`src/rtl/ipsum_fetch_if.sv`:
```
// ipsum_fetch_if: handshake and SRAM bundle for ipsum_fetch.
//   Request side : start, base_addr, layer_type, first_pass, busy
//   SRAM side    : sram_re, sram_addr, sram_rdata (data one cycle after re)
//   Reducer side : ipsum_out, ipsum_add_en, ipsum_valid, ipsum_ready
// The slave modport is the fetch unit itself; master is whatever drives it
// (controller, SRAM and reducer together, or a testbench).
interface ipsum_fetch_if #(
   parameter int LANES  = 32,
   parameter int DATA_W = 16,
   parameter int ADDR_W = 16
);
   logic                          start;
   logic [ADDR_W-1:0]             base_addr;
   logic [1:0]                    layer_type;
   logic                          first_pass;
   logic                          busy;
   logic                          sram_re;
   logic [ADDR_W-1:0]             sram_addr;
   logic [2*DATA_W-1:0]           sram_rdata;
   logic [LANES-1:0][DATA_W-1:0]  ipsum_out;
   logic                          ipsum_add_en;
   logic                          ipsum_valid;
   logic                          ipsum_ready;

   modport master (
      output start, base_addr, layer_type, first_pass, sram_rdata, ipsum_ready,
      input  busy, sram_re, sram_addr, ipsum_out, ipsum_add_en, ipsum_valid
   );

   modport slave (
      input  start, base_addr, layer_type, first_pass, sram_rdata, ipsum_ready,
      output busy, sram_re, sram_addr, ipsum_out, ipsum_add_en, ipsum_valid
   );
endinterface

```
`src/rtl/ipsum_fetch.sv`:
```
// ipsum_fetch: reads the previous pass's 16-bit partial sums from the psum
// SRAM (two lanes per 32-bit word), unpacks them into a LANES-wide vector and
// offers it to the reducer under valid/ready. On a first input-channel pass
// no reads are made and a zero vector is offered with ipsum_add_en=0.
// Ports:
//   clk, rst  clock and asynchronous active-high reset
//   bus       ipsum_fetch_if.slave (start/base_addr/layer_type/first_pass in,
//             busy out; sram_re/sram_addr out, sram_rdata in;
//             ipsum_out/ipsum_add_en/ipsum_valid out, ipsum_ready in)
`ifndef POINTWISE
`define POINTWISE 2'd0
`endif

module ipsum_fetch #(
   parameter int LANES    = 32,
   parameter int DATA_W   = 16,
   parameter int ADDR_W   = 16,
   parameter int DW_LANES = 10
) (
   input  logic          clk,
   input  logic          rst,
   ipsum_fetch_if.slave  bus
);
   localparam int WORDS    = LANES / 2;
   localparam int DW_WORDS = DW_LANES / 2;
   localparam int CNT_W    = $clog2(WORDS + 1);

   localparam logic [1:0] IDLE  = 2'd0;
   localparam logic [1:0] REQ   = 2'd1;
   localparam logic [1:0] DRAIN = 2'd2;
   localparam logic [1:0] HOLD  = 2'd3;

   logic [1:0]          state_reg;
   logic [ADDR_W-1:0]   base_reg;
   logic [ADDR_W-1:0]   addr_reg;
   logic [CNT_W-1:0]    n_reg;
   logic [CNT_W-1:0]    k_reg;        // index of the next read to issue
   logic [CNT_W-1:0]    cap_idx_reg;  // word slot for the next returning word
   logic                cap_en_reg;   // sram_re delayed one cycle: rdata valid now
   logic                add_en_reg;
   logic                busy_reg;
   logic                re_reg;
   logic                valid_reg;
   logic                start_accept;
   logic [2*DATA_W-1:0] word_reg [WORDS];

   // Starts are only honoured in IDLE, so a start on the handshake cycle is dropped.
   assign start_accept = (state_reg == IDLE) && bus.start;

   always_ff @(posedge clk or posedge rst) begin
      if (rst) begin
         state_reg   <= IDLE;
         base_reg    <= '0;
         addr_reg    <= '0;
         n_reg       <= '0;
         k_reg       <= '0;
         cap_idx_reg <= '0;
         cap_en_reg  <= 1'b0;
         add_en_reg  <= 1'b0;
         busy_reg    <= 1'b0;
         re_reg      <= 1'b0;
         valid_reg   <= 1'b0;
      end else begin
         cap_en_reg <= re_reg;
         if (start_accept)
            cap_idx_reg <= '0;
         else if (cap_en_reg)
            cap_idx_reg <= cap_idx_reg + 1'b1;

         case (state_reg)
            IDLE: begin
               if (bus.start) begin
                  base_reg   <= bus.base_addr;
                  n_reg      <= (bus.layer_type == `POINTWISE) ? CNT_W'(WORDS)
                                                               : CNT_W'(DW_WORDS);
                  add_en_reg <= ~bus.first_pass;
                  busy_reg   <= 1'b1;
                  if (bus.first_pass) begin
                     state_reg <= HOLD;
                     valid_reg <= 1'b1;
                  end else begin
                     // Read 0 goes out in the very next cycle.
                     state_reg <= REQ;
                     re_reg    <= 1'b1;
                     addr_reg  <= bus.base_addr;
                     k_reg     <= CNT_W'(1);
                  end
               end
            end
            REQ: begin
               if (k_reg == n_reg) begin
                  re_reg    <= 1'b0;
                  state_reg <= DRAIN;
               end else begin
                  addr_reg <= base_reg + ADDR_W'(k_reg);  // modular wrap
                  k_reg    <= k_reg + 1'b1;
               end
            end
            DRAIN: begin
               // Last word is captured on this edge, so the vector is complete.
               state_reg <= HOLD;
               valid_reg <= 1'b1;
            end
            HOLD: begin
               if (bus.ipsum_ready) begin
                  state_reg <= IDLE;
                  valid_reg <= 1'b0;
                  busy_reg  <= 1'b0;
               end
            end
            default: state_reg <= IDLE;
         endcase
      end
   end

   // One register per SRAM word; each word holds lanes 2*gi (low) and 2*gi+1 (high).
   generate
      for (genvar gi = 0; gi < WORDS; gi++) begin : g_word
         always_ff @(posedge clk or posedge rst) begin
            if (rst)
               word_reg[gi] <= '0;
            else if (start_accept)
               word_reg[gi] <= '0;
            else if (cap_en_reg && (cap_idx_reg == CNT_W'(gi)))
               word_reg[gi] <= bus.sram_rdata;
         end
         assign bus.ipsum_out[2*gi]   = word_reg[gi][DATA_W-1:0];
         assign bus.ipsum_out[2*gi+1] = word_reg[gi][2*DATA_W-1:DATA_W];
      end
   endgenerate

   assign bus.busy         = busy_reg;
   assign bus.sram_re      = re_reg;
   assign bus.sram_addr    = addr_reg;
   assign bus.ipsum_add_en = add_en_reg;
   assign bus.ipsum_valid  = valid_reg;
endmodule
```
`src/flat_wrapper.sv`:
```
// flat-port wrapper written by rule: the top's interface ports become plain ports
module ipsum_fetch_flat 
#(
   parameter int LANES    = 32,
   parameter int DATA_W   = 16,
   parameter int ADDR_W   = 16,
   parameter int DW_LANES = 10
)
  (clk, rst, bus_start, bus_base_addr, bus_layer_type, bus_first_pass, bus_sram_rdata, bus_ipsum_ready, bus_busy, bus_sram_re, bus_sram_addr, bus_ipsum_out, bus_ipsum_add_en, bus_ipsum_valid);
  ipsum_fetch_if #(.LANES(LANES), .DATA_W(DATA_W), .ADDR_W(ADDR_W)) bus_i ();
  input  logic clk;
  input  logic rst;
  input wire logic [$bits(bus_i.start)-1:0] bus_start;
  input wire logic [$bits(bus_i.base_addr)-1:0] bus_base_addr;
  input wire logic [$bits(bus_i.layer_type)-1:0] bus_layer_type;
  input wire logic [$bits(bus_i.first_pass)-1:0] bus_first_pass;
  input wire logic [$bits(bus_i.sram_rdata)-1:0] bus_sram_rdata;
  input wire logic [$bits(bus_i.ipsum_ready)-1:0] bus_ipsum_ready;
  output wire logic [$bits(bus_i.busy)-1:0] bus_busy;
  output wire logic [$bits(bus_i.sram_re)-1:0] bus_sram_re;
  output wire logic [$bits(bus_i.sram_addr)-1:0] bus_sram_addr;
  output wire logic [$bits(bus_i.ipsum_out)-1:0] bus_ipsum_out;
  output wire logic [$bits(bus_i.ipsum_add_en)-1:0] bus_ipsum_add_en;
  output wire logic [$bits(bus_i.ipsum_valid)-1:0] bus_ipsum_valid;
  assign bus_i.start = bus_start;
  assign bus_i.base_addr = bus_base_addr;
  assign bus_i.layer_type = bus_layer_type;
  assign bus_i.first_pass = bus_first_pass;
  assign bus_i.sram_rdata = bus_sram_rdata;
  assign bus_i.ipsum_ready = bus_ipsum_ready;
  assign bus_busy = bus_i.busy;
  assign bus_sram_re = bus_i.sram_re;
  assign bus_sram_addr = bus_i.sram_addr;
  assign bus_ipsum_out = bus_i.ipsum_out;
  assign bus_ipsum_add_en = bus_i.ipsum_add_en;
  assign bus_ipsum_valid = bus_i.ipsum_valid;
  ipsum_fetch #(.LANES(LANES), .DATA_W(DATA_W), .ADDR_W(ADDR_W), .DW_LANES(DW_LANES)) u_core (.clk(clk), .rst(rst), .bus(bus_i));
endmodule
```
`config.mk`:
```
export PLATFORM = sky130hd
export DESIGN_NAME = ipsum_fetch_flat
export DESIGN_NICKNAME = d
export VERILOG_FILES = /design/src/rtl/ipsum_fetch_if.sv /design/src/rtl/ipsum_fetch.sv /design/src/flat_wrapper.sv
export SDC_FILE = /design/constraint.sdc
export NUM_CORES = 1
export LEC_CHECK = 0
export CAP_MARGIN = 30
export CORE_ASPECT_RATIO = 1.75
export CORE_UTILIZATION = 30
export CTS_CLUSTER_DIAMETER = 40
export CTS_CLUSTER_SIZE = 28
export DETAILED_ROUTE_END_ITERATION = 6
export SETUP_SLACK_MARGIN = 0.02
export SYNTH_ARGS = -nofsm -noshare
export SYNTH_HDL_FRONTEND = slang
export SYNTH_SLANG_ARGS = --single-unit
export TNS_END_PERCENT = 1
```
`constraint.sdc`:
```
create_clock -name clk -period 52.4 [get_ports clk]
set_clock_uncertainty 0.15 [all_clocks]
set_input_delay 15.72 -clock clk [delete_from_list [all_inputs] [get_ports clk]]
set_output_delay 15.72 -clock clk [all_outputs]
set_load 0.1 [all_outputs]
```
==> qor.yml <==
cts_resized: 0
cp.required_ns: 52.70
synth_area_per_cell_sq_um: 8.91
setup_violations: 0
die_w_um: 212
largest_register_ffs: 512
path_clk_slew_ns: 0.06
powerDensity_nw_per_um2: 58.0
hold_violations: 0
insertion_delay_ns: 0.63
r2r_cells: 8
ant_nets: 0
io_pins: 587
hold_path.class: "reg2reg"
grt_pass1_wl_um: 137000
critPathTopFamily: "buffers and inverters"
finalCritPeriodShare: 0.372
final_cells: 4237
wl_per_cell_um: 22.2
rsz0062_at_grt: "false"
numCtsBuffers: 58
status: "completed"
ys_types: 42
ys_seq_elements: 563
cts_tree: "yes"
via_count: 20700
grt_start_max_net_pins: 165
slew-limit-headroom: 0.292
syn_inst: 2604
drv_cap: 0
setup_tns_ns: 0
cts_setup_buffers: 0
ys_seq_area_frac: 0.607
ctsHtreeMaxLevel: 2
syn_nets: 2676
holdPathStages: 0
hold_buffers: 0
slowest_stage: "buf_4"
tightest_slew_ns: 1.06
syn_area_sq_um: 23200
dieArea_sq_um: 78500
cpMostUsedCell: "buf_4"
crit_cells: 7
route.detailed.drc: 0
slowest_delay_ns: 0.89
clock_path_buffers: 3
ys.warnings.count: 0
cts-root-buf: "clkbuf_16"
crit_type: "in2reg"
die_h_um: 370
drt_pass1_iterations: 5
drt_iter0_drc: 1754
rows: 134
crit_path_max_fanout: 96
place_congestion: 0.794
path_buf_inv: 5
core_sq_um: 76500
grt_pass1_vias: 20500
overflow: 0
wl_um: 94200
finalMaxSlewViolations: 0
antenna_found_initial: 1
cp.arrival_ns: 19.76
startpoint_type: "input pin"
via_per_inst: 4.88
endpoint_kind: "flip-flop"
drive_gt1_frac: 0.0908
diodes: 0
place_hpwl_um: 62400
syn_to_final_growth_pct: 49.4
io_buffers: 586
critical_path.cell_chain: "clkdlybuf4s50_1 > and2_4 > buf_4 > buf_4 > buf_16 > buf_4 > a21oi_1"
fin_crit_ns: 19.47
grt.total_usage: 0.236
cts.sinks: 563
start_util: 0.304
nets: 3241
max_freq_mhz: 51.4
dpl.cell_count: 4118
peakVddDrop_v: 0.0000381
leakagePower_uw: 0.0145
report_power, final:
part | total (uW) | switching, uW | internal (uW)
registers | 573 | 56.9 | 516
logic | 983 | 744 | 239
clock network | 457 | 199 | 258
cells in the mapped netlist, drive strengths merged:
| master | count | area, sq um |
|---|---|---|
| o211ai | 3 | 22.5 |
| mux2i | 5 | 50.1 |
| a21oi | 523 | 2620 |
| mux2 | 1 | 11.3 |
| a21o | 4 | 30.0 |
| a2bb2oi | 1 | 8.76 |
| nand2 | 1104 | 4170 |
| buf | 98 | 542 |
| nor3 | 8 | 85.1 |
| o221ai | 3 | 26.3 |
| ha | 16 | 200 |
| nand2b | 2 | 12.5 |
| nor2 | 33 | 151 |
| nand3 | 19 | 95.1 |
| dfrtp | 563 | 14100 |
| a32oi | 1 | 8.76 |
| a211oi | 3 | 22.5 |
| xor2 | 15 | 131 |
| a22oi | 4 | 30.0 |
| fa | 1 | 20.0 |
| nor2b | 2 | 12.5 |
| and3 | 4 | 25.0 |
| xnor2 | 5 | 43.8 |
| and4 | 2 | 17.5 |
| and2 | 4 | 26.3 |
| clkbuf | 134 | 503 |
| a221oi | 1 | 8.76 |
| o2111ai | 1 | 15.0 |
| nand4 | 9 | 56.3 |
| o21ai | 18 | 90.1 |
| o22ai | 4 | 25.0 |
| o21bai | 1 | 7.51 |
| and2b | 1 | 7.51 |
| inv | 11 | 41.3 |
worst register-to-register path, stage by stage, from the launching register on:
cell and delay, ns:
dfrtp_1 0.42, inv_1 0.12, ha_1 0.31, and2_4 0.84, buf_4 0.84, buf_4 0.40
buf_16 0.30, buf_4 1.00, a21oi_1 0.14
worst paths after layout:
check	startpoint	to	slack (ns)
worst max-delay path	bus_start	u_core.bus.ipsum_out[419]$_DFFE_PP0P_	32.93
worst min-delay path	u_core.bus.sram_re$_DFFE_PP0P_	u_core.cap_en_reg$_DFF_PP0_	0.32
worst max register to register	u_core.state_reg[0]$_DFFE_PP0P_	u_core.bus.ipsum_out[419]$_DFFE_PP0P_	47.69
worst min register to register	u_core.bus.sram_re$_DFFE_PP0P_	u_core.cap_en_reg$_DFF_PP0_	0.32
max in group asynchronous	rst	u_core.k_reg[1]$_DFFE_PP0P_	34.52
min in group asynchronous	rst	u_core.bus.ipsum_out[451]$_DFFE_PP0P_	15.34
routing by layer:
layer / track usage / wire length [um] / vias up
li1: - / - / 9482
met1: 0.275 / 36000 / 10200
met2: 0.404 / 46500 / 817
met3: 0.0640 / 7660 / 196
met4: 0.105 / 4060 / 0
met5: 0 / 0 / -
cell type report:
| type | instances | area [sq um] |
|---|---|---|
| multi-input cells | 1798 | 8140 |
| repair buffers | 737 | 9000 |
| well taps | 1020 | 1280 |
| clock inverters | 38 | 503 |
| clock buffers | 70 | 1620 |
| fillers | 7358 | 41800 |
| inverters | 11 | 48.8 |
| flip-flops and latches | 563 | 14100 |
through the flow:
step | utilization | hold WS, ns | instance area (sq um) | setup WS [ns] | total power [uW]
after global routing | 0.454 | 0.351 | 34700 | 32.77 | 2090
final | 0.454 | 0.322 | 34700 | 32.93 | 2010
after global placement | 0.389 | 0.311 | 29800 | 32.07 | 1490
after detailed placement | 0.422 | 0.311 | 32300 | 32.03 | 1560
after CTS | 0.450 | 0.323 | 34400 | 32.71 | 2020
after floorplan | - | 0.300 | 23200 | 20.78 | 1260
cells in the final DEF, fill, tap and decap left out, types with 3 or more instances in the layout:
master,netlist,layout
nand2_1,1099,1099
clkdlybuf4s50_1,0,586
dfrtp_1,563,563
a21oi_1,523,523
buf_16,0,91
clkbuf_16,0,62
buf_4,10,44
nor2_1,22,22
o21ai_0,18,18
ha_1,16,16
xor2_1,15,15
nand3_2,0,11
inv_6,0,11
nor2_4,0,10
inv_1,11,10
buf_12,0,10
nand4_1,9,9
nand3_1,19,8
inv_8,0,7
bufinv_16,0,6
clkbuf_8,0,6
clkinv_8,0,6
xnor2_1,5,5
mux2i_1,5,5
buf_8,0,5
nor3_4,4,4
and3_1,4,4
nor3_1,4,4
o22ai_1,4,4
a21o_1,4,4
a22oi_1,4,4
clkinv_2,0,4
nand2_4,3,3
o211ai_1,3,3
a211oi_1,3,3
o221ai_1,3,3
clkinv_4,0,3
clkbuf_1,134,3
cells by family (layout without fill, tap and decap cells):
kind of cell / after synthesis / in the layout / share of synthesized area
compound gates: 567 / 567 / 0.126
fa+ha+maj: 17 / 17 / 0.00949
xor+xnor: 20 / 20 / 0.00755
simple gates: 1188 / 1188 / 0.201
flops: 563 / 563 / 0.607
mux: 6 / 6 / 0.00264
buf+inv: 243 / 856 / 0.0468
(Power assumes the default switching activity.)
